### src/rtl/fifo_stream_reader.sv
// fifo_stream_reader: read-side FIFO controller feeding a 2-entry in-order valid/ready output buffer
module fifo_stream_reader #(
    parameter int FIFO_WIDTH = 16,
    parameter int CNT_WIDTH  = 16
) (
    input  logic                  clk,
    input  logic                  rst,
    input  logic                  enable,
    input  logic                  fifo_empty,
    input  logic [FIFO_WIDTH-1:0] fifo_data_out,
    input  logic                  fifo_underflow,
    output logic                  fifo_rd_en,
    output logic                  m_valid,
    input  logic                  m_ready,
    output logic [FIFO_WIDTH-1:0] m_data,
    output logic                  idle,
    output logic [CNT_WIDTH-1:0]  word_count,
    output logic                  underflow_seen
);
    logic [1:0] occ, occ_next, wr_idx;
    logic inflight, pop;
    logic [FIFO_WIDTH-1:0] head, tail, head_next, tail_next;

    assign pop = m_valid & m_ready;
    assign m_valid = occ != 2'd0;
    assign m_data = head;
    assign idle = (occ == 2'd0) & !inflight;
    // m_ready reaches fifo_rd_en combinationally so a pop frees its slot in the same cycle
    assign fifo_rd_en = !rst & enable & !fifo_empty &
        (({1'b0, occ} + {2'b0, inflight}) < ({2'b0, pop} + 3'd2));

    // slot the captured word lands in, counted after this cycle's pop
    assign wr_idx = occ - {1'b0, pop};
    assign occ_next = occ + {1'b0, inflight} - {1'b0, pop};
    assign head_next = (inflight && wr_idx == 2'd0) ? fifo_data_out : pop ? tail : head;
    assign tail_next = (inflight && wr_idx == 2'd1) ? fifo_data_out : tail;

    always_ff @(posedge clk) begin
        if (rst) begin
            occ            <= 2'd0;
            inflight       <= 1'b0;
            head           <= '0;
            tail           <= '0;
            word_count     <= '0;
            underflow_seen <= 1'b0;
        end else begin
            occ            <= occ_next;
            inflight       <= fifo_rd_en;
            head           <= head_next;
            tail           <= tail_next;
            word_count     <= word_count + CNT_WIDTH'(pop);
            underflow_seen <= underflow_seen | fifo_underflow;
        end
    end

    always_ff @(posedge clk) begin
        if (!rst) assert (occ <= 2'd2);
    end
endmodule

### config.mk
export PLATFORM = sky130hd
export DESIGN_NAME = fifo_stream_reader
export DESIGN_NICKNAME = d
export VERILOG_FILES = /design/src/rtl/fifo_stream_reader.sv
export SDC_FILE = /design/constraint.sdc
export NUM_CORES = 1
export LEC_CHECK = 0
export ABC_AREA = 1
export BUFFER_PORTS_ARGS = -buffer_cell sky130_fd_sc_hd__buf_2
export CORE_MARGIN = 4
export CORE_UTILIZATION = 53
export CTS_BUF_LIST = sky130_fd_sc_hd__clkbuf_16
export CTS_CLUSTER_DIAMETER = 150
export DETAILED_ROUTE_END_ITERATION = 10
export GPL_ROUTABILITY_DRIVEN = 0
export GPL_TIMING_DRIVEN = 0
export HOLD_SLACK_MARGIN = 0.15
export PLACE_DENSITY = 0.79
export SLEW_MARGIN = 5
export SYNTH_ARGS = -nofsm -noshare
export SYNTH_HDL_FRONTEND = slang
export SYNTH_SLANG_ARGS = --single-unit
export TNS_END_PERCENT = 10
### constraint.sdc
create_clock -name clk -period 2.53 [get_ports clk]
set_input_delay 0.1265 -clock clk [delete_from_list [all_inputs] [get_ports clk]]
set_output_delay 0.1265 -clock clk [all_outputs]
set_load 0.005 [all_outputs]
## Word-level counts from Yosys, hierarchy flattened

Cells that the tools add are included.

| cells by class | value |
|---|---|
| bitwise operators | 6 |
| muxes and demuxes | 2 |
| order comparisons | 1 |
| reduce and logical (&&, ||, !) cells | 9 |
| $add $sub $neg | 6 |
| eq/ne operators | 1 |

Operators by type and width:

| cell | number |
|---|---|
| two-way mux 16 bit | 2 |
| adder 16 x 1 -> 16 bit | 1 |
| bitwise AND 1 bit | 5 |
| zero test 2 bit | 2 |
| nonzero test 2 bit | 2 |
| subtractor 2 x 1 -> 2 bit | 2 |
| adder 1 x 2 -> 3 bit (second input constant) | 1 |
| adder 2 x 1 -> 3 bit | 1 |
| zero test 1 bit | 3 |
| less-than comparator 3 bit | 1 |
| adder 2 x 1 -> 2 bit | 1 |
| equality test 2 x 1 -> 1 bit (second input constant) | 1 |
| logical AND 1 bit | 2 |
| bitwise OR 1 bit | 1 |

| word-level totals | value |
|---|---|
| input port bits | 22 |
| logic and storage cells | 31 |
| flip-flop bits (word level) | 52 |

## Longest topological paths before layout

| logic depth | value |
|---|---|
| depth after elaboration | 6 |
| mapped depth | 12 |

## Worst setup path after synthesis

Ideal clock, no wire load.

| path | value |
|---|---|
| path type | register to register |
| start | register occ[1] |
| end | register word_count[9] |
| path slack | 0.669 ns |
| stages on the path, launching flop included | 11 |
| period minus slack after synthesis | 1.861 ns |
| library setup time | 0.119 ns |
| data arrival time | 1.742 ns |
| cells stage by stage | dfxtp_1 > inv_1 > nand2_2 > nand2_2 > clkinv_2 > buf_2 > ha_1 > nor3b_1 > nand2_1 > o21ai_0 > a21oi_1 |

| on the way | value |
|---|---|
| longest elaborated chain between the ends | 3 |

RTL lines:

| element | RTL line | RTL |
|---|---|---|
| start, declared | 20 | `logic [1:0] occ, occ_next, wr_idx;` |
| start signal, assigned | 47 | `occ <= occ_next;` |
| nonzero test 2 bit | 25 | `assign m_valid = occ != 2'd0;` |
| net m_valid | 13 | `output logic m_valid,` |
| bitwise AND 1 bit | 24 | `assign pop = m_valid & m_ready;` |
| adder 16 x 1 -> 16 bit | 51 | `word_count <= word_count + CNT_WIDTH'(pop);` |
| end signal, assigned | 51 |  |
| end, declared | 17 | `output logic [CNT_WIDTH-1:0] word_count,` |

The timed path passes the listed nets, and every way through them passes these cells.
A chain may end at the register's enable or synchronous reset.

## Worst setup path in the final report

| path | value |
|---|---|
| start | register occ[1] |
| end | register word_count[9] |

| on the way | value |
|---|---|
| longest elaborated chain between the ends | 3 |

RTL lines:

| element | RTL line |
|---|---|
| nonzero test 2 bit | 25 |
| bitwise AND 1 bit | 24 |
| adder 16 x 1 -> 16 bit | 51 |

Every way passes these cells.

==> key figures <==
Hold path
  – HP Class: in -> reg
  – Hold Startpoint: fifo_data_out[9]
  – Hold Path End: m_data[9]
  – Worst Hold Depth: 3

STA
  – Final Skew: 0.0102 ns
  – Period utilisation layout: 0.917
  – Worst-Margin Slew: 0.568 ns
  – Rel. slew slack: 0.621
  – RSZ-0062 raised after global routing: no
  – Min cycle time layout: 2.32 ns
  – Setup violations, final: 0
  – Post-route setup TNS: 0 ns
  – Fin. Hold Viols: 0
  – Fmax: 431 MHz
  – Hold Slack: 0.147 ns
  – Max-slew violation count: 0

Clock network
  – CTS sink cnt: 52
  – Clk_lat worst skew: 0.29 ns
  – Htree depth: 2
  – Reg clk slew, reported paths: 0.07 ns
  – CTS root buf: clkbuf_16
  – Num CTS Buffers: 5
  – CTS tree: yes
  – CTS max path bufs: 2

Run
  – Max Cap Violations: 0

Final layout
  – Share of layout cells above drive strength 1: 0.198
  – ANT cells: 0
  – Post-route design area: 0.00312 mm²
  – Area growth from synthesis to layout: 27.9%
  – Final net count: 445
  – # fillers: 387

Die
  – Die area: 0.00576 mm²
  – Core area: 0.00441 mm²
  – # IOs: 58
  – Initial Util: 0.553
  – Die H: 75.9 µm
  – Rows: 24
  – Die span in x: 75.9 µm

GRT
  – Antenna violations before repair: 0
  – Largest net degree at the start of global routing: 18
  – First-pass GRT wire length: 10500 µm
  – Gr usage total: 0.237
  – GRT Residual Overflow: 0
  – Vias in the first global route: 2446

Setup path
  – Slowest stage delay, CP: 0.49 ns
  – Worst R2R Start: occ[1]
  – Reg2reg end: word_count[9]
  – Slowest cell on crit path: dfxtp_1
  – Crit-path most repeated cell: nand2_2
  – Crit path launch type: register
  – Crit Path Class: reg -> reg
  – Reg2reg path depth: 10
  – R2R setup slack: 0.21 ns
  – Crit-path cells: inv_1, nand2_2, nand2_2, clkinv_2, buf_2, ha_1, nor3b_1, nand2_1, o21ai_0, a21oi_1
  – CP Capture Type: register
  – Worst Path Required: 2.71 ns
  – Critical Path AT: 2.50 ns
  – Maximum fanout along the worst path: 10

Synthesis
  – Synth top cells by count: 71 x nand3_1, 52 x dfxtp_1, 43 x nand2_1, 39 x inv_1, 32 x nor2_1
  – Synth area leader: dfxtp_1
  – Mean Syn Cell Area: 7.22 µm²
  – Synthesis Warnings: 0
  – Cell with the most instances after synthesis: nand3_1
  – Synth Net Count: 365
  – Post-synth cell types: 25
  – Synth top area share: 0.426
  – Post-synth ARST share: 0
  – Register area share after synthesis: 0.426
  – Mapped Area: 0.00244 mm²
  – Dominant synthesized flop cell: dfxtp_1
  – EDFF count, synth: 0
  – Yosys reg bits: 52
  – Syn Inst Count: 338
  – Top cells by area, synth: dfxtp_1 43%, nand3_1 15%, nand2_1 6.6%

Placement
  – Port bufs: 57
  – Placement Cell Area: 0.00279 mm²
  – Post-DP HPWL: 4430 µm

Power
  – Clock group share of total power: 0.310
  – Lkg Pwr: 1.38 nW
  – PwrDens: 811 mW/mm²
  – Sw Ratio: 0.349
  – VDD IR-drop max: 479 µV
  – Power Internal: 0.00165 W
  – Gate power share: 0.315
  – Psw: 0.000885 W
  – Seq pwr share: 0.375

Drt
  – Total length of routed wires: 6540 µm
  – Via density: 5.44
  – Drt pass-1 iters: 5
  – DRT iter0 DRCs: 326
  – WL/cell: 13.9 µm
  – DR vias: 2560
  – DRC viols: 0
  – Post-DRT Antenna Nets: 0

Status
  – Status: finished clean
how the worst max path moves through the flow:
stage	startpoint	end	cells past startpoint
6_report	occ[1]	word_count[9]	10
4_1_cts	occ[1]	word_count[9]	10
2_1_floorplan	occ[1]	word_count[9]	10
3_5_place_dp	occ[1]	word_count[9]	10
5_1_grt	occ[1]	word_count[9]	10
3_3_place_gp	occ[1]	word_count[9]	10
final cells by class:
class                   instances  area, µm²  share of cell area
flip-flops and latches         52       1040               0.333
clock buffers                   5        125              0.0401
repair buffers                 73        445               0.143
multi-input cells             225       1140               0.365
plain buffers                  21        109              0.0349
clock inverters                 3       46.3              0.0148
inverters                      40        151              0.0485
well taps                      52       65.1              0.0208
state kept, by name, summed over array words and instances, names as in the netlist:
name / count
word_count: 16
occ: 2
m_data: 16
inflight: 1
tail: 16
underflow_seen: 1
cells by family (layout without fill, tap and decap cells):
logic type	count (synthesis)	in the layout	synth area share
buf+inv	61	142	0.107
simple gates	166	166	0.312
compound gates	51	51	0.119
xor+xnor	3	3	0.0108
fa+ha+maj	5	5	0.0256
flops	52	52	0.426
worst max-delay path: cells and delay by family, from the launching register on:
| family | cells | cell delay (ns) |
|---|---|---|
| simple gates | 4 | 0.81 |
| flops | 1 | 0.49 |
| buf+inv | 3 | 0.49 |
| compound gates | 2 | 0.22 |
| fa+ha+maj | 1 | 0.19 |
routing by layer:
layer | vias to the layer above | routed length [µm] | global-route usage
met1 | 1150 | 2740 | 0.281
li1 | 1285 | - | -
met2 | 113 | 3270 | 0.423
met5 | - | 0 | 0
met3 | 12 | 453 | 0.0515
met4 | 0 | 78 | 0.0757
power by group through the flow:
stage	clock network, W	logic (W)	registers (W)
finish	0.000784	0.000798	0.000951
global route	0.000831	0.000879	0.000960
CTS	0.000794	0.000791	0.000950
detailed placement	0	0.000764	0.000970
global placement	0	0.000751	0.000966
floorplan	0	0.000522	0.000964
stage by stage:
| step | total power (W) | util | cells | setup WS [ns] |
|---|---|---|---|---|
| after floorplan | 0.00149 | - | 338 | 0.669 |
| after global placement | 0.00172 | 0.632 | 447 | 0.353 |
| after detailed placement | 0.00173 | 0.632 | 447 | 0.274 |
| after CTS | 0.00253 | 0.707 | 471 | 0.265 |
| after global routing | 0.00267 | 0.707 | 471 | 0.0198 |
| final | 0.00253 | 0.707 | 471 | 0.210 |
layout by cell type, fill, tap and decap left out, drive strengths merged, types with 2 or more instances in the layout:
master | netlist | final
buf | 12 | 69
and3 | 2 | 2
nand2 | 46 | 46
clkbuf | 9 | 14
dfxtp | 52 | 52
dlygate4sd3 | 0 | 16
a21oi | 29 | 29
nor3 | 6 | 6
o21ai | 6 | 6
ha | 5 | 5
nand3 | 71 | 71
a31oi | 16 | 16
inv | 39 | 40
xnor2 | 2 | 2
nor2 | 35 | 35
nand4 | 5 | 5
repair_timing:
| item | in CTS | in global routing |
|---|---|---|
| buffers inserted | 0 | 0 |
| resized for setup | 0 | 0 |
| endpoints found under the setup margin | 0 | 0 |
| hold endpoints to repair | 16 | 0 |
| hold buffers | 16 | 0 |
No activity file was read; power rests on OpenSTA's default activity.
